### config.mk
export PLATFORM = sky130hd
export DESIGN_NAME = garage_door_plant
export DESIGN_NICKNAME = d
export VERILOG_FILES = /design/src/rtl/garage_pkg.sv /design/src/rtl/garage_sat_counter.sv /design/src/rtl/garage_door_plant.sv
export SDC_FILE = /design/constraint.sdc
export NUM_CORES = 1
export LEC_CHECK = 0
export CORE_AREA = 4 4 56 58
export CTS_CLUSTER_SIZE = 30
export DETAILED_ROUTE_END_ITERATION = 10
export DIE_AREA = 0 0 60 62
export PLACE_DENSITY = 0.6
export SYNTH_ARGS = -nofsm -noshare
export SYNTH_HDL_FRONTEND = slang
export SYNTH_HIERARCHICAL = 1
export SYNTH_SLANG_ARGS = --single-unit
### constraint.sdc
create_clock -name clk -period 4 [get_ports clk]
set_input_delay 0.8 -clock clk [delete_from_list [all_inputs] [get_ports clk]]
set_output_delay 0.8 -clock clk [all_outputs]
set_load 0.1 [all_outputs]
### src/rtl/garage_pkg.sv
// rtl/garage_pkg.sv - shared state encoding and default constants for the garage door blocks
package garage_pkg;

   typedef enum logic [1:0] {
      GS_IDLE  = 2'd0,
      GS_UP    = 2'd1,
      GS_DN    = 2'd2,
      GS_FAULT = 2'd3
   } garage_state_e;

   localparam int DEF_TRAVEL      = 10;
   localparam int DEF_POS_W       = 4;
   localparam int DEF_OVERRUN_LIM = 4;

endpackage

### src/rtl/garage_sat_counter.sv
// rtl/garage_sat_counter.sv - clamped up/down position counter with registered at-min/at-max flags
module garage_sat_counter #(
   parameter int W    = 4,
   parameter int MAX  = 10,
   parameter int INIT = 0
) (
   input  logic         clk,
   input  logic         rst,
   input  logic         en,
   input  logic         up,
   output logic [W-1:0] count,
   output logic         at_min,
   output logic         at_max
);

   localparam logic [W-1:0] MAX_V  = MAX[W-1:0];
   localparam logic [W-1:0] INIT_V = INIT[W-1:0];

   logic [W-1:0] count_n;

   always_comb begin
      count_n = count;
      if (en && up && count != MAX_V)
         count_n = count + 1'b1;
      else if (en && !up && count != '0)
         count_n = count - 1'b1;
   end

   // Flags come from the next value so they change on the same edge as count.
   always_ff @(posedge clk) begin
      if (rst) begin
         count  <= INIT_V;
         at_min <= (INIT_V == '0);
         at_max <= (INIT_V == MAX_V);
      end else begin
         count  <= count_n;
         at_min <= (count_n == '0);
         at_max <= (count_n == MAX_V);
      end
   end

endmodule

### src/rtl/garage_door_plant.sv
// rtl/garage_door_plant.sv - synthesizable garage door plant closing the loop for garage_control
module garage_door_plant
   import garage_pkg::*;
#(
   parameter int TRAVEL      = DEF_TRAVEL,
   parameter int POS_W       = DEF_POS_W,
   parameter int START_POS   = 0,
   parameter int OVERRUN_LIM = DEF_OVERRUN_LIM
) (
   input  logic             clk,
   input  logic             rst,
   input  logic             UP_M,
   input  logic             DN_M,
   input  logic             obstruct,
   output logic             UP_Max,
   output logic             DN_Max,
   output logic [POS_W-1:0] position,
   output logic             moving,
   output logic             fault
);

   localparam logic [1:0] S_IDLE  = GS_IDLE;
   localparam logic [1:0] S_UP    = GS_UP;
   localparam logic [1:0] S_DN    = GS_DN;
   localparam logic [1:0] S_FAULT = GS_FAULT;

   localparam int OW = (OVERRUN_LIM < 2) ? 1 : $clog2(OVERRUN_LIM + 1);
   localparam logic [OW-1:0] OVR_LAST = OW'(OVERRUN_LIM - 1);

   logic [1:0]    state, state_n;
   logic [OW-1:0] ovr, ovr_n;
   logic          mv_up, mv_dn;

   always_comb begin
      state_n = state;
      ovr_n   = '0;
      mv_up   = 1'b0;
      mv_dn   = 1'b0;
      case (state)
         S_IDLE: begin
            if (UP_M && DN_M) state_n = S_FAULT;
            else if (UP_M)    state_n = S_UP;
            else if (DN_M)    state_n = S_DN;
         end
         S_UP: begin
            if (DN_M)           state_n = S_FAULT;
            else if (!UP_M)     state_n = S_IDLE;
            else if (UP_Max) begin
               // Pushing against the open limit; an obstructed door is not pushing.
               ovr_n = ovr;
               if (!obstruct) begin
                  if (ovr == OVR_LAST) state_n = S_FAULT;
                  else                 ovr_n = ovr + 1'b1;
               end
            end else
               mv_up = !obstruct;
         end
         S_DN: begin
            if (UP_M)           state_n = S_FAULT;
            else if (!DN_M)     state_n = S_IDLE;
            else if (DN_Max) begin
               ovr_n = ovr;
               if (!obstruct) begin
                  if (ovr == OVR_LAST) state_n = S_FAULT;
                  else                 ovr_n = ovr + 1'b1;
               end
            end else
               mv_dn = !obstruct;
         end
         default: state_n = S_FAULT;
      endcase
      if (state_n == S_FAULT) ovr_n = '0;
   end

   always_ff @(posedge clk) begin
      if (rst) begin
         state  <= S_IDLE;
         ovr    <= '0;
         moving <= 1'b0;
         fault  <= 1'b0;
      end else begin
         state  <= state_n;
         ovr    <= ovr_n;
         moving <= mv_up | mv_dn;
         fault  <= (state_n == S_FAULT);
      end
   end

   garage_sat_counter #(
      .W    (POS_W),
      .MAX  (TRAVEL),
      .INIT (START_POS)
   ) u_pos (
      .clk    (clk),
      .rst    (rst),
      .en     (mv_up | mv_dn),
      .up     (mv_up),
      .count  (position),
      .at_min (DN_Max),
      .at_max (UP_Max)
   );

endmodule

==> metrics <==
total CTS buffers 3; critical path's slowest cell clkdlybuf4s50_1; Tcrit/Tclk final 79.3%; CP top delay family simple AND/OR/NAND/NOR gates; Rows 19; number of setup violations in the final report 0; DP HPWL 1.65 mm; Max clock buf depth 2; Setup WS pre-CTS 0.596 ns; most common cell after layout, fill and taps aside dfxtp_1; area grow syn2layout 16.2%; Rel. slew slack 35.3%; Tmin final 3.17 ns; number of global-route vias before repair 815; post-CTS setup buffers 0; share of layout cells above drive strength 1 13.7%; first-pass GRT wire length 3.64 mm; worst skew pair latency 0.27 ns; Die Ht 62 µm; skew final 0.00300 ns; Hold-fix buffers, CTS 0; Slew @ Worst Pin 0.967 ns; antenna viol nets, final 0; pin count of the biggest net entering global routing 12; DRC violations left 0; Hold WS 0.481 ns; number of I/O pins 13; Lkg Pwr 0.435 nW; unrepaired setup endpoints after global routing false; # port buffers 12; Synth top area share 26.4%; max incr delay on CP 0.60 ns; run status completed; sequential-to-total area share from yosys stat 26.4%; post-layout power 435 µW; Worst setup EP type flop; ranking of synthesized cells by area dfxtp_1, ha_1, o21ai_0; Final Max Tran Viols 0; Peak VDD IR 0.000262 V; Buf+Inv Stages, Crit Path 2; CP Class input pin to flop; mapped cell area 987 µm²; Power per Cell Area 379 nW/µm²; Placed Area 1120 µm²; placed cells 151; Post-synth top flop dfxtp_1; 1st-pass router iterations 4; post-DR vias/cell 5.51; Final WS setup 0.826 ns; CTS resizes 0; Die ar. 3720 µm²; synthesized area per cell 8.89 µm²; CP arrival 3.35 ns; drt total wl 2.13 mm; Final Util 43.1%; cells after synthesis 111; Achievable Freq 315 MHz; synth unique cells 49; Seq cells post-synth 13; Hold WC Path Type flop to flop; GR Util All Layers 13.0%; H-Tree Depth 1; grt ovf 0; filler cell count 281; clk sink count 13; Die W 60 µm; via count 854; Max-Cap Viols 0; core box area 2660 µm²; CP Cell Sequence clkdlybuf4s50_1, nand2_1, nor4_1, buf_4, a21o_1, nand4_1, o2bb2ai_1, or3b_1, a2111oi_4; CTS tree built; non-filler cells, final 155; ys async rst share 0%; Hold Fails Final Rpt 0; n_diodes 0; setup_tns 0 ns; largest area contributor in the synthesized netlist dfxtp_1; worst endpoint required time 4.17 ns; total number of yosys warnings 6; gpl congestion 0.880; commonest cells after routing, fill and taps aside dfxtp_1, clkdlybuf4s50_1, inv_1; WL per Instance 13.8 µm; initial antenna violation count 0; Initial DRC Count 61; CP Launch Type input pin; root buffer cell clkbuf_4; Clk pin slew, worst setup/hold paths 0.08 ns; final non-filler cell area 1150 µm²; Nets 138; Starting Density 37.1%; Crit Path Max Fanout 10; Post-Syn Nets 124; Post-synth EDFFs 0
flip-flops by register name (all words and copies together) (netlist names):
name          count
u_pos/at_min      1
moving            1
u_pos/at_max      1
u_pos/count       4
fault             1
state             2
ovr               3
final cells by class:
cell class                 count  area (µm²)  area share, %
clock buffer                   4        26.3           2.29
inverter                       9        33.8           2.94
multi-input combinational     85         661           57.6
sequential                    13         260           22.7
tap                           31        38.8           3.38
timing repair buffer          13         128           11.1
worst paths after layout:
path                                          start                       to  slack (ns)  cells after the start
worst max register to register  state[1]$_SDFF_PP0_  u_pos/at_max$_SDFF_PP0_        1.31                     10
worst max-delay path                           UP_M  u_pos/at_max$_SDFF_PP0_        0.83                      9
worst min-delay path              ovr[2]$_SDFF_PP0_        ovr[2]$_SDFF_PP0_        0.48                      2
worst min register to register    ovr[2]$_SDFF_PP0_        ovr[2]$_SDFF_PP0_        0.48                      2
layer usage:
layer | vias up | routed length, µm | share of wire, % | track usage (%)
met5 | - | 0 | 0 | 0
met4 | 0 | 31 | 1.5 | 7.28
met3 | 4 | 84 | 3.9 | 1.24
met2 | 21 | 1050 | 49 | 21.6
met1 | 394 | 970 | 45 | 16.4
li1 | 435 | - | - | -
synth_stat cells, types with 2 or more instances:
cell and number:
buf_2 2, nor3_1 6, buf_6 2, nand2_1 7, nor2_1 8, o21ai_0 7, inv_1 9, nor2b_1 2
dfxtp_1 13, nand3b_1 2, ha_1 8, mux2i_1 3, o311a_2 2, a21oi_1 3, nor3b_1 3
report_power, final:
| part | internal, mW | switching [mW] |
|---|---|---|
| sequential | 0.142 | 0.0140 |
| combinational | 0.0734 | 0.126 |
| clock | 0.0386 | 0.0406 |
kinds of logic after synthesis:
group	after synthesis	synth area share (%)
simple gates	44	28.0
compound gates	29	24.8
buf+inv	13	6.72
flops	13	26.4
fa+ha+maj	8	10.1
mux	3	3.04
xor+xnor	1	0.887
worst reg2reg max path, delay by kind of cell, from the launching register on:
| family | cells | cell delay (ns) |
|---|---|---|
| and+or+nand+nor | 4 | 0.90 |
| buffers and inverters | 2 | 0.31 |
| AOI/OAI and AO/OA | 3 | 0.82 |
| adders and majority gates | 1 | 0.23 |
| DFF | 1 | 0.34 |
(Power assumes the default switching activity.)
